--- src/rtl/clk_reg_pkg.sv ---
// rtl/clk_reg_pkg.sv - CLK register field positions, encodings and sequencer states
package clk_reg_pkg;

  localparam int BIT_RESET  = 7;
  localparam int BIT_PLLENA = 6;
  localparam int BIT_OSCENA = 5;
  localparam int OSCM_MSB   = 4;
  localparam int OSCM_LSB   = 3;
  localparam int CLKSEL_MSB = 2;
  localparam int CLKSEL_LSB = 0;

  typedef enum logic [2:0] {
    CLKSEL_RCFAST = 3'd0,
    CLKSEL_RCSLOW = 3'd1,
    CLKSEL_XINPUT = 3'd2,
    CLKSEL_XTAL1  = 3'd3,
    CLKSEL_PLL2X  = 3'd4,
    CLKSEL_PLL4X  = 3'd5,
    CLKSEL_PLL8X  = 3'd6,
    CLKSEL_PLL16X = 3'd7
  } clksel_e;

  typedef enum logic [2:0] {
    ST_IDLE   = 3'd0,
    ST_ENABLE = 3'd1,
    ST_WAIT   = 3'd2,
    ST_SWITCH = 3'd3,
    ST_RESREQ = 3'd4
  } state_e;

  localparam logic [7:0] CFG_RESET = 8'h00;

endpackage

--- src/rtl/settle_timer.sv ---
// rtl/settle_timer.sv - loadable down-counter that parks at zero
module settle_timer #(
  parameter int CNT_W = 21
) (
  input  logic             clk,
  input  logic             nres,
  input  logic             load,
  input  logic [CNT_W-1:0] value,
  output logic             done
);

  logic [CNT_W-1:0] count_q;

  always_ff @(posedge clk) begin
    if (!nres) begin
      count_q <= '0;
    end else if (load) begin
      count_q <= value;
    end else if (count_q != '0) begin
      count_q <= count_q - CNT_W'(1);
    end
  end

  assign done = (count_q == '0);

endmodule

--- src/rtl/clkset_ctl.sv ---
// rtl/clkset_ctl.sv - CLKSET write sequencer feeding the clock divider cfg bus
module clkset_ctl
  import clk_reg_pkg::*;
#(
  parameter int OSC_WAIT  = 1600000,
  parameter int PLL_WAIT  = 16000,
  parameter int RES_PULSE = 16,
  parameter int CNT_W     = 21
) (
  input  logic       clk,
  input  logic       nres,
  input  logic       wr,
  input  logic [7:0] wdata,
  output logic [7:0] cfg,
  output logic       busy,
  output logic       sw_res
);

  localparam int MAX_WAIT = (OSC_WAIT > PLL_WAIT) ? OSC_WAIT : PLL_WAIT;
  localparam int RES_W    = $clog2(RES_PULSE) + 1;

  state_e           state_q;
  logic [6:0]       cfg_q;
  logic [6:0]       target_q;
  logic [6:0]       pend_q;
  logic             pend_vld_q;
  logic             sw_res_q;
  logic [CNT_W-1:0] wait_q;
  logic [RES_W-1:0] res_cnt_q;

  logic             wr_cfg;
  logic             wr_rst;
  logic             cand_vld;
  logic [6:0]       cand;
  logic             osc_up;
  logic             pll_up;
  logic             decide;
  logic             timer_done;
  logic [CNT_W-1:0] wait_d;

  assign wr_cfg = wr & ~wdata[BIT_RESET];
  assign wr_rst = wr & wdata[BIT_RESET];

  // The newest write always wins, whether it arrives now or was parked earlier.
  assign cand_vld = wr_cfg | pend_vld_q;
  assign cand     = wr_cfg ? wdata[6:0] : pend_q;
  assign osc_up   = cand[BIT_OSCENA] & ~cfg_q[BIT_OSCENA];
  assign pll_up   = cand[BIT_PLLENA] & ~cfg_q[BIT_PLLENA];
  assign decide   = (state_q == ST_IDLE) || (state_q == ST_SWITCH);

  always_comb begin
    wait_d = CNT_W'(PLL_WAIT);
    if (osc_up && pll_up) begin
      wait_d = CNT_W'(MAX_WAIT);
    end else if (osc_up) begin
      wait_d = CNT_W'(OSC_WAIT);
    end
  end

  settle_timer #(.CNT_W(CNT_W)) u_settle_timer (
    .clk   (clk),
    .nres  (nres),
    .load  (state_q == ST_ENABLE),
    .value (wait_q),
    .done  (timer_done)
  );

  always_ff @(posedge clk) begin
    if (!nres) begin
      state_q    <= ST_IDLE;
      cfg_q      <= CFG_RESET[6:0];
      target_q   <= '0;
      pend_q     <= '0;
      pend_vld_q <= 1'b0;
      wait_q     <= '0;
      res_cnt_q  <= '0;
      sw_res_q   <= 1'b0;
    end else if (wr_rst) begin
      state_q    <= ST_RESREQ;
      cfg_q      <= CFG_RESET[6:0];
      pend_vld_q <= 1'b0;
      sw_res_q   <= 1'b1;
      res_cnt_q  <= RES_W'(RES_PULSE - 1);
    end else begin
      case (state_q)
        ST_IDLE, ST_SWITCH: begin
          if (cand_vld) begin
            pend_vld_q <= 1'b0;
            target_q   <= cand;
            // Raise enables now but keep the old CLKSEL until the source settles.
            if (osc_up || pll_up) begin
              cfg_q   <= {cand[BIT_PLLENA:OSCM_LSB], cfg_q[CLKSEL_MSB:CLKSEL_LSB]};
              wait_q  <= wait_d;
              state_q <= ST_ENABLE;
            end else begin
              cfg_q   <= cand;
              state_q <= ST_SWITCH;
            end
          end else begin
            state_q <= ST_IDLE;
          end
        end
        ST_ENABLE: state_q <= ST_WAIT;
        ST_WAIT: begin
          if (timer_done) begin
            cfg_q   <= target_q;
            state_q <= ST_SWITCH;
          end
        end
        ST_RESREQ: begin
          if (res_cnt_q == '0) begin
            sw_res_q <= 1'b0;
            state_q  <= ST_IDLE;
          end else begin
            res_cnt_q <= res_cnt_q - RES_W'(1);
          end
        end
        default: state_q <= ST_IDLE;
      endcase
      if (wr_cfg && !decide) begin
        pend_q     <= wdata[6:0];
        pend_vld_q <= 1'b1;
      end
    end
  end

  assign cfg    = {1'b0, cfg_q};
  assign busy   = (state_q != ST_IDLE) | pend_vld_q;
  assign sw_res = sw_res_q;

endmodule
--- config.mk ---
export PLATFORM = sky130hd
export DESIGN_NAME = clkset_ctl
export DESIGN_NICKNAME = d
export VERILOG_FILES = /design/src/rtl/clk_reg_pkg.sv /design/src/rtl/settle_timer.sv /design/src/rtl/clkset_ctl.sv
export SDC_FILE = /design/constraint.sdc
export NUM_CORES = 1
export LEC_CHECK = 0
export CORE_MARGIN = 2
export CORE_UTILIZATION = 30
export CTS_BUF_LIST = sky130_fd_sc_hd__clkbuf_16
export CTS_CLUSTER_SIZE = 8
export DETAILED_ROUTE_END_ITERATION = 16
export GPL_TIMING_DRIVEN = 0
export PLACE_DENSITY = 0.56
export SYNTH_ARGS = -nofsm -noshare
export SYNTH_HDL_FRONTEND = slang
export SYNTH_HIERARCHICAL = 1
export SYNTH_SLANG_ARGS = --single-unit
--- constraint.sdc ---
create_clock -name clk -period 6.41 [get_ports clk]
set_input_delay 0.641 -clock clk [delete_from_list [all_inputs] [get_ports clk]]
set_output_delay 0.641 -clock clk [all_outputs]
set_load 0.01 [all_outputs]
# Word-level counts from Yosys, hierarchy flattened
# Cells that the tools add are included.
[totals] reg_bits=73 inputBits=11 output_inout_bits=10
[classes] n_addsub=2 eq_ne=11 muxes=24 bitwise_logic=12 n_reduce_logical=29
[op_table] op="$mux W21" count=4
[op_table] op="$logic_not A21 Y1" count=1
[op_table] op="$mux W7" count=3
[op_table] op="$reduce_bool A21 Y1" count=1
[op_table] op="$sub A21 B1 Y21 const B" count=1
[op_table] op="$mux W3" count=5
[op_table] op="$pmux W7 S2" count=1
[op_table] op="$reduce_and A2 Y1" count=7
[op_table] op="$mux W4" count=3
[op_table] op="$pmux W3 S4" count=1
[op_table] op="$reduce_bool A2 Y1" count=6
[op_table] op="$ne A2 B2 Y1 const B" count=5
[op_table] op="$reduce_and A4 Y1" count=2
[op_table] op="$eq A3 B2 Y1 const B" count=2
[op_table] op="$mux W1" count=6
[op_table] op="$ne A3 B3 Y1 const B" count=2
[op_table] op="$not A1 Y1" count=6
[op_table] op="$reduce_and A3 Y1" count=2
[op_table] op="$logic_not A5 Y1" count=1
[op_table] op="$sub A5 B1 Y5 const B" count=1
[op_table] op="$and A1 B1 Y1" count=4
[op_table] op="$reduce_or A2 Y1" count=2
[op_table] op="$eq A3 B1 Y1 const B" count=1
[op_table] op="$eq A3 B3 Y1 const B" count=1
[op_table] op="7 further kinds" count=10

# Logic depth before layout (Yosys ltp)
[logic_depth] depth_word=9 depth_mapped=8

# Modules after synthesis
# The synthesis kept the hierarchy.
[modules_own_cells] module="clkset_ctl" instances=1 cells_each=169 area_per_inst_um2=1637.8 seq_area_each_um2=680.7
[modules_own_cells] module="settle_timer" instances=1 cells_each=140 area_per_inst_um2=1167.4 seq_area_each_um2=420.4

# Worst setup path after synthesis
# Ideal clock, no wire load.
[synth_timing] path_type="flip-flop to flip-flop" startpoint="reg u_settle_timer.count_q[10]" endpoint="reg cfg_q[5]" setup_time_ns=0.071 t_arrival_ns=2.203 t_required_ns=6.339 path_slack_ns=4.136 path_stages_with_launch=8 path_buffers=1 cell_sequence="dfxtp_1 -> or4_4 -> or3_1 -> buf_6 -> nor2_2 -> nand2_1 -> a221o_1 -> a21oi_1"
[synth_between] elab_chain_len=3
[synth_lines] item="start, declared" line_no="settle_timer.sv:12" text="logic [CNT_W-1:0] count_q;"
[synth_lines] item="start signal, assigned" line_no="settle_timer.sv:18" text="count_q <= value;"
[synth_lines] item="start signal, assigned" line_no="settle_timer.sv:20" text="count_q <= count_q - CNT_W'(1);"
[synth_lines] item="$logic_not A21 Y1" line_no="settle_timer.sv:24" text="assign done = (count_q == '0);"
[synth_lines] item="net timer_done" line_no="clkset_ctl.sv:38" text="logic timer_done;"
[synth_lines] item="$ne A2 B2 Y1 (no line)"
[synth_lines] item="$reduce_and A3 Y1 (no line)"
[synth_lines] item="end signal, assigned" line_no="clkset_ctl.sv:71" text="cfg_q <= CFG_RESET[6:0];"
[synth_lines] item="end signal, assigned" line_no="clkset_ctl.sv:80" text="cfg_q <= CFG_RESET[6:0];"
[synth_lines] item="end signal, assigned" line_no="clkset_ctl.sv:92" text="cfg_q <= {cand[BIT_PLLENA:OSCM_LSB], cfg_q[CLKSEL_MSB:CLKSEL_LSB]};"
[synth_lines] item="end, declared" line_no="clkset_ctl.sv:23" text="logic [6:0] cfg_q;"
# The timed path passes the listed nets, and every way through them passes these cells.
# A chain may end at the register's enable or synchronous reset.

# Worst setup path in the final report
[layout_timing] startpoint="reg u_settle_timer.count_q[14]" endpoint="reg cfg_q[5]"
# Same word-level chain as after synthesis.

==> metrics.txt <==
Peak VDD IR between 0.1 and 0.15 mV; worst setup path endpoint cfg_q[5]; Clock Path Buffers 2; crit-path max FO 9; Ports 21; Post-Syn Area ~0.0028 mm^2; CTS Sinks 55; cts hold-fix bufs 0; via count approximately 2300; flops & latches, synth 55; max_slew headroom 47.9%; final setup vio count 0; DRC violations left 0; Ant. Diodes 0; top cells by area, synth dfxtp_1, mux2i_1, nand2_1; Synth top area share about two fifths; Num CTS Buffers 5; Lkg Pwr around 1.4 nW; WL/cell about 13 um; most frequent cells in the layout dfxtp_1, nand2_1, mux2i_1; clk_skew approximately 0.011 ns; reg-to-reg endpoint cfg_q[5]; Die Wd slightly above 100 um; clock slew at reported path FFs 0.08 ns; path depth of the worst reg2reg path 6; post-CTS resize count 0; Slew Limit Fails 0; core area slightly above 0.009 mm^2; Hold Vio Cnt, Final 0; # nets final approximately 360; clock insertion delay at the later pin of the skew report around 0.30 ns; Max Freq roughly 380 MHz; setup TNS 0 ns; row cnt 35; multi-input gate area in the final layout 0.00162 mm^2; crit path from u_settle_timer/count_q[14]; required time of the critical path around 6.6 ns; H-tree depth 2; WS Path Type flop to flop; drt via density 4.94; share of the yosys chip area belonging to registers 39.3%; die height around 100 um; min Tclk post-route 2.67 ns; asr flop ratio synth 0%; DRT Pass-1 Iters 4; Pwr Density between 300 and 400 mW/mm^2; Synth Instances 309; Yosys Warn Count 6; EDFF count, synth 0; die area 0.0101 mm^2; outcome complete, no violations; most common cell after layout, fill and taps aside dfxtp_1; reg2reg start u_settle_timer/count_q[14]; Total GRT Usage approximately an eighth; crit path launch type flop; CTS Root Cell clkbuf_16; fill cell count slightly above 900; Post-CTS Setup Bufs 0; CTS tree done; final hold slack 0.465 ns; first-pass GRT wire length between 10000 and 15000 um; post-detail-place hpwl ~4300 um; Cell variety after synth 56; Final Util a little over a third; post-synth top area cell dfxtp_1; period utilization around two fifths; Worst R2R Setup Slack roughly 3.7 ns; Starting Density a little under a third; total gr overflow 0; register area 0.00110 mm^2; Synth Area per Inst around 9 um^2; initial antenna violation count 0; RSZ-0062 raised after global routing no; WP data arrival ~2.9 ns; Area Overhead vs Synth 19.4%; initial DRC count 73; Post-synth top flop dfxtp_1; vias in the first global route around 2200; CP endpoint kind flop; layout cell share with drive strength beyond 1 8.91%; GPL Wtd Cong approximately 0.77; Antenna Nets Post-Route 0; worst hold path class flop to flop; IO buf count 19; # Max-Cap Violations 0; Total Wirelength roughly 6100 um; worst slew pin tran approximately 0.78 ns; pin count of the biggest net entering global routing 19
==> layout make-up <==
class | instances | share of cell area, %
Buffer | 18 | 3.21
Timing Repair Buffer | 19 | 5.68
Clock inverter | 3 | 1.38
Sequential cell | 55 | 32.9
Tap cell | 111 | 4.14
Multi-Input combinational cell | 242 | 48.3
Clock buffer | 5 | 3.73
Inverter | 6 | 0.672
==> worst min path at each step <==
stage                from                          to  slack (ns)  cells past startpoint
2_1_floorplan  wait_q[19]  u_settle_timer/count_q[14]        0.46                      2
3_3_place_gp     cfg_q[1]                    cfg_q[1]        0.45                      2
3_5_place_dp     cfg_q[2]                    cfg_q[2]        0.46                      2
4_1_cts          cfg_q[2]                    cfg_q[2]        0.47                      2
5_1_grt          cfg_q[1]                    cfg_q[1]        0.49                      2
6_report         cfg_q[1]                    cfg_q[1]        0.47                      2
==> metal layers <==
layer | global-route usage [%] | wire (um)
met1 | 16.6 | 3010
met2 | 21.5 | 2850
met3 | 2.22 | 154
met4 | 3.58 | 65
met5 | 0 | 0
==> power by group <==
part / switching (mW) / leakage, nW / internal, mW
logic: 0.249 / 0.835 / 0.213
clock network: 0.131 / 0.0804 / 0.186
registers: 0.0519 / 0.450 / 0.402
==> Yosys cell counts, types with 2 or more instances <==
cell,instances
a211o_1,3
a21boi_0,8
a21oi_1,8
a221o_1,4
and2_1,4
buf_2,4
buf_4,3
buf_6,3
clkbuf_1,7
dfxtp_1,55
ha_1,3
inv_1,6
mux2i_1,20
nand2_1,37
nand2b_1,3
nand3_1,10
nor2_1,14
nor2b_1,12
nor3_1,10
nor3b_1,4
nor4_1,3
o211a_1,9
o21a_1,2
o21ai_0,18
o31ai_1,2
or3_1,4
or4_1,3
or4b_1,2
xnor2_1,14
xor2_1,8
==> critical path, cell delays in order (launching register included) <==
cell	delay [ns]
dfxtp_1	0.36
nor4_1	0.68
nand4_1	0.35
nor2_2	0.39
nand2_1	0.29
a221o_1	0.39
a21oi_1	0.13
==> cell families after synthesis <==
group | after synthesis | share of synthesized area, %
AOI/OAI and AO/OA | 65 | 17.1
xor gates and xnor gates | 23 | 7.45
DFF | 55 | 39.3
other | 1 | 0.134
adders and majority gates | 3 | 1.34
muxes | 21 | 7.54
and+or+nand+nor | 117 | 22.5
buffers and inverters | 24 | 4.64
==> registers in the layout, summed over array words and instances (netlist names) <==
signal                  flops
u_settle_timer/count_q     21
target_q                    7
sw_res                      1
wait_q                      3
pend_q                      7
pend_vld_q                  1
state_q                     3
cfg_q                       7
res_cnt_q                   5
==> metrics by stage <==
step	power (mW)	setup slack (ns)	instance area, um^2	std cells
finish	1.23	3.75	3350	459
global placement	0.913	3.67	3180	451
CTS	1.24	3.77	3350	459
floorplan	0.820	4.14	2850	321
detailed placement	0.920	3.67	3180	451
global route	1.32	3.53	3350	459
Note: power is estimated with default switching activity, not from simulation.
